### src/rtl/alu_shift_seq.sv
// alu_shift_seq
// Multi-cycle sequencer for x86 shift/rotate-by-count (Grp2 with CL/imm8).
// It borrows the shared single-bit ALU shift path for one step per cycle.
// The running carry is fed back through alu_flags[0], and the flags are
// built here because the ALU produces none for shift modes.
//
// Ports
//   clock, reset      system clock, synchronous active-high reset
//   start             launch request, accepted only in IDLE
//   mode, bit16       shift op (8 ROL, 9 ROR, A RCL, B RCR, C/E SHL, D SHR,
//                     F SAR; 0-7 behave as count 0) and operand width
//   op1, count        operand and shift count (count masked by CNT_MASK)
//   flags_in          flags at launch
//   busy              high while the sequencer owns the ALU (RUN)
//   done              one-cycle pulse, result/flags_out valid
//   result, flags_out final value and flags, held until the next completion
//   alu_mode, alu_op1, alu_bit16, alu_flags   ALU drive, zero outside RUN
//   alu_value         single-step result returned by the ALU
module alu_shift_seq #(
    parameter logic [4:0] CNT_MASK = 5'h1F
) (
    input  logic        clock,
    input  logic        reset,
    input  logic        start,
    input  logic [3:0]  mode,
    input  logic        bit16,
    input  logic [15:0] op1,
    input  logic [7:0]  count,
    input  logic [11:0] flags_in,
    output logic        busy,
    output logic        done,
    output logic [15:0] result,
    output logic [11:0] flags_out,
    output logic [3:0]  alu_mode,
    output logic [15:0] alu_op1,
    output logic        alu_bit16,
    output logic [11:0] alu_flags,
    input  logic [15:0] alu_value
);

    typedef enum logic [1:0] {IDLE, RUN, DONE} state_t;

    state_t      state, state_nxt;
    logic [3:0]  mode_q;
    logic        bit16_q;
    logic [15:0] w_q;
    logic [11:0] f_q;
    logic [4:0]  n_q;
    logic        msb0_q;     // msb of the original operand, needed for SHR OF

    logic [4:0]  n_start;
    logic        zero_cnt;
    logic        is_rol, is_ror, is_rcl, is_rcr, is_shl, is_shr, is_sar;
    logic        msb_old, msb_new, step_cf;
    logic [15:0] w_nxt;
    logic        r_msb, r_msb1, r_zero, of_bit;
    logic [11:0] fin_flags;

    // The mask is 5 bits wide, so the top bits of count never matter.
    logic unused;
    assign unused = ^count[7:5];

    assign n_start  = count[4:0] & CNT_MASK;
    assign zero_cnt = (n_start == 5'd0) || !mode[3];

    always_comb begin
        is_rol = (mode_q == 4'h8);
        is_ror = (mode_q == 4'h9);
        is_rcl = (mode_q == 4'hA);
        is_rcr = (mode_q == 4'hB);
        is_shl = (mode_q == 4'hC) || (mode_q == 4'hE);
        is_shr = (mode_q == 4'hD);
        is_sar = (mode_q == 4'hF);
    end

    // One step: in 8-bit mode only the low byte follows the ALU.
    always_comb begin
        w_nxt   = bit16_q ? alu_value : {w_q[15:8], alu_value[7:0]};
        msb_old = bit16_q ? w_q[15] : w_q[7];
        msb_new = bit16_q ? alu_value[15] : alu_value[7];
        step_cf = f_q[0];
        if (is_shl || is_rcl)
            step_cf = msb_old;
        else if (is_shr || is_sar || is_rcr)
            step_cf = w_q[0];
        else if (is_rol)
            step_cf = alu_value[0];
        else if (is_ror)
            step_cf = msb_new;
    end

    // Final flags, evaluated on the last RUN step from the value being written.
    always_comb begin
        r_msb  = bit16_q ? w_nxt[15] : w_nxt[7];
        r_msb1 = bit16_q ? w_nxt[14] : w_nxt[6];
        r_zero = bit16_q ? (w_nxt == 16'h0000) : (w_nxt[7:0] == 8'h00);
        of_bit = 1'b0;
        if (is_shl || is_rol || is_rcl)
            of_bit = r_msb ^ step_cf;
        else if (is_ror || is_rcr)
            of_bit = r_msb ^ r_msb1;
        else if (is_shr)
            of_bit = msb0_q;

        fin_flags     = f_q;
        fin_flags[0]  = step_cf;
        fin_flags[1]  = 1'b1;
        fin_flags[3]  = 1'b0;
        fin_flags[5]  = 1'b0;
        fin_flags[11] = of_bit;
        if (is_shl || is_shr || is_sar) begin
            fin_flags[7] = r_msb;
            fin_flags[6] = r_zero;
            fin_flags[2] = ~^w_nxt[7:0];
            fin_flags[4] = 1'b0;
        end
    end

    always_comb begin
        state_nxt = state;
        case (state)
            IDLE:    if (start) state_nxt = zero_cnt ? DONE : RUN;
            RUN:     if (n_q == 5'd1) state_nxt = DONE;
            DONE:    state_nxt = IDLE;
            default: state_nxt = IDLE;
        endcase
    end

    always_ff @(posedge clock) begin
        if (reset) begin
            state     <= IDLE;
            mode_q    <= 4'h0;
            bit16_q   <= 1'b0;
            w_q       <= 16'h0000;
            f_q       <= 12'h000;
            n_q       <= 5'd0;
            msb0_q    <= 1'b0;
            result    <= 16'h0000;
            flags_out <= 12'h002;
        end else begin
            state <= state_nxt;
            case (state)
                IDLE: if (start) begin
                    mode_q  <= mode;
                    bit16_q <= bit16;
                    w_q     <= op1;
                    f_q     <= flags_in;
                    n_q     <= n_start;
                    msb0_q  <= bit16 ? op1[15] : op1[7];
                    if (zero_cnt) begin
                        result    <= op1;
                        flags_out <= flags_in;
                    end
                end
                RUN: begin
                    w_q    <= w_nxt;
                    f_q[0] <= step_cf;
                    n_q    <= n_q - 5'd1;
                    if (n_q == 5'd1) begin
                        result    <= w_nxt;
                        flags_out <= fin_flags;
                    end
                end
                default: ;
            endcase
        end
    end

    assign busy = (state == RUN);
    assign done = (state == DONE);

    always_comb begin
        alu_mode  = 4'h0;
        alu_op1   = 16'h0000;
        alu_bit16 = 1'b0;
        alu_flags = 12'h000;
        if (state == RUN) begin
            alu_mode  = mode_q;
            alu_op1   = w_q;
            alu_bit16 = bit16_q;
            alu_flags = f_q;
        end
    end

endmodule

### config.mk
export PLATFORM = sky130hd
export DESIGN_NAME = alu_shift_seq
export DESIGN_NICKNAME = d
export VERILOG_FILES = /design/src/rtl/alu_shift_seq.sv
export SDC_FILE = /design/constraint.sdc
export NUM_CORES = 1
export LEC_CHECK = 0
export ABC_AREA = 1
export BUFFER_PORTS_ARGS = -buffer_cell sky130_fd_sc_hd__buf_2
export CAP_MARGIN = 20
export CORE_AREA = 2 2 83 85
export CTS_CLUSTER_DIAMETER = 80
export DETAILED_ROUTE_END_ITERATION = 6
export DIE_AREA = 0 0 85 87
export PLACE_DENSITY = 0.85
export RECOVER_POWER = 50
export SYNTH_ARGS = -nofsm -noshare
export SYNTH_HDL_FRONTEND = slang
export SYNTH_SLANG_ARGS = --single-unit
### constraint.sdc
create_clock -name clock -period 2.8 [get_ports clock]
set_clock_uncertainty 0.05 [all_clocks]
set_input_delay 0.56 -clock clock [delete_from_list [all_inputs] [get_ports clock]]
set_output_delay 0.56 -clock clock [all_outputs]
set_load 0.05 [all_outputs]
==> impl_metrics.csv <==
group,metric,value,unit
run_status,status,"finished clean",
worst_setup_path,cp_data_required_time,3.02,ns
die,die-area,7395,µm²
final_layout,layout_common_cells,"91 x nor2_1, 90 x buf_2, 81 x o21ai_0",
die,die_w,85,µm
detailed_routing,route.detailed.drc,0,
placement,placed_area,4024,µm²
placement,numPortBuffers,119,
worst_setup_path,crit_path_start,"state[0]",
timing,max_slew.worst_pin.slew,0.8166,ns
final_layout,fin_util,0.6491,
detailed_routing,routed_via_density,5.273,
detailed_routing,drtIter0Drc,164,
clock_tree,cts_max_level,3,
timing,timing.setup.tns,0,ns
timing,min_period,2.481,ns
grt,grt_first_pass_wirelength,14720,µm
grt,overflow,0,
clock_tree,numCtsBuffers,9,
worst_setup_path,start_kind,"flop",
final_layout,drive_gt1_frac,0.2062,
timing,fin_crit_sh,0.8862,
yosys,synth_seq_area_share,0.4015,
clock_tree,clk_pin_slew_worst_paths,0.08,ns
clock_tree,postCtsHoldBufs,0,
grt,grt_use_total,0.2463,
die,fp.dieH,87,µm
flow_run,maxCapViolCount,0,
worst_setup_path,worstSetupPathType,"reg2reg",
die,io_pins,123,
clock_tree,cts_tree,"built",
worst_setup_path,r2r_start,"state[0]",
yosys,ys_ff_latch,69,
yosys,yosys_warnings,0,
yosys,ys_types,32,
timing,setup_viol,0,
timing,relSlewSlack,0.4556,
worst_setup_path,r2r-end,"w_q[7]",
yosys,syn_inst,505,
clock_tree,ctsResizeCount,0,
clock_tree,post_cts_buffers,0,
detailed_routing,vias,3670,
clock_tree,clk_latency,0.35,ns
final_layout,antenna_cells,0,
placement,gp_congestion,0.8792,
yosys,syn_nets,571,
worst_setup_path,cp-endpoint,"w_q[7]",
clock_tree,cts-root-buf,"clkbuf_8",
worst_setup_path,arrival,2.70,ns
die,coreArea,6569,µm²
clock_tree,cts_num_sinks,69,
grt,grt_pass1_vias,3306,
timing,fmax,403.0,MHz
detailed_routing,wl,9140,µm
worst_setup_path,worstSetupEndpointType,"flop",
detailed_routing,dr.pass1.iters,5,
timing,slew_violations,0,
hold_path,hold_class,"in2reg",
final_layout,final_common_cell,"nor2_1",
timing,grt_setup_unrepaired,"false",
worst_setup_path,reg2reg_slack,0.32,ns
detailed_routing,ant_nets,0,
yosys,syn-cell-area,3441,µm²
placement,dp_hpwl,6295,µm
final_layout,area_delta_synth_final,23.93,%
grt,grt_max_degree,45,
pwr,finalPower,0.003048,W
clock_tree,clk_path_buf_depth,2,
die,rows,30,
pwr,powerDensity,714.9,nW/µm²
timing,finalHoldViolations,0,
yosys,avgSynthCellArea,6.813,µm²
pwr,leakagePower,2.080,nW
detailed_routing,wl_per_cell,13.13,µm
die,floorplan.initialDensity,0.5238,
worst_setup_path,r2r_cells,7,
pwr,peakVddDrop,459.7,µV
final_layout,final_area,4264,µm²
grt,antenna_found_initial,0,
worst_setup_path,path_max_fanout,44,
final_layout,fin_nets,677,
[final cells by class]
class | count | area, µm²
clock buffers | 11 | 151.4
clock inverters | 5 | 128.9
fillers | 601 | 2305
inverters | 70 | 264.0
multi-input cells | 335 | 1629
flip-flops and latches | 69 | 1381
well taps | 80 | 100.1
repair buffers | 126 | 609.3
[per-stage QoR]
stage	cells	setup slack [ns]	hold slack, ns
finish	696	0.3186	0.3838
global route	696	0.1160	0.3945
CTS	696	0.3369	0.3721
detailed placement	680	0.6728	0.3862
global placement	680	0.7092	0.3838
floorplan	505	0.5896	0.3800
[report_power, final]
part | internal [W] | total (W) | switching [W]
combinational | 0.000203 | 0.000767 | 0.000564
clock | 0.000734 | 0.00113 | 0.000395
sequential | 0.00109 | 0.00115 | 0.0000580
[cell usage after synthesis, drive strengths merged]
master   n  share of area
o211ai   1         0.0022
o31ai    1         0.0022
a31oi    3         0.0073
o21a     2         0.0044
nor2    92           0.11
dfxtp   69           0.40
nor3     4         0.0058
a211oi   7          0.017
inv     70          0.077
o21ai   83           0.12
ha       6          0.022
nand3   12          0.023
clkbuf  15          0.016
o22ai    2         0.0036
buf     16          0.032
a21oi   46          0.068
nand4    4         0.0073
nand2   68          0.076
xnor2    4          0.010
[worst max-delay path: stages (launching register included)]
cell        delay, ns
dfxtp_1          0.42
inv_1            0.11
nand3_4          0.29
clkinvlp_2       0.35
nor2_8           0.15
clkbuf_2         0.64
o21ai_0          0.19
a21oi_1          0.16
[per-layer routing]
layer	track usage	vias to the layer above	wire [µm]
met3	0.06256	22	626
met4	0.1082	0	222
met5	0	-	0
li1	-	1836	-
met1	0.3052	1680	4012
met2	0.4063	132	4278
[worst min-delay path by stage]
stage | startpoint | endpoint | slack, ns | depth (start not counted)
after floorplan | f_q[10] | f_q[10] | 0.38 | 2
after global placement | flags_out[1] | flags_out[1] | 0.38 | 2
after detailed placement | flags_out[1] | flags_out[1] | 0.39 | 2
after CTS | flags_in[5] | flags_out[5] | 0.37 | 3
after global routing | flags_in[5] | flags_out[5] | 0.39 | 3
final | flags_in[5] | flags_out[5] | 0.38 | 3
[kinds of logic (layout without fill, tap and decap cells)]
logic type               after synthesis  count (layout)  share of synthesized area
adder cells (fa/ha/maj)                6               6                    0.02182
AND/OR/NAND/NOR                      180             180                     0.2164
AO/OA/AOI/OAI                        145             145                     0.2251
flip-flops                            69              69                     0.4015
XOR/XNOR                               4               4                    0.01018
buffers and inverters                101             212                     0.1251
[state kept, by name (all words and copies together), names as in the netlist]
| name | cells |
|---|---|
| result | 16 |
| w_q | 16 |
| f_q | 12 |
| flags_out | 12 |
| n_q | 5 |
| mode_q | 4 |
| state | 2 |
| bit16_q | 1 |
| msb0_q | 1 |
Power figures use the tool's default switching activity.
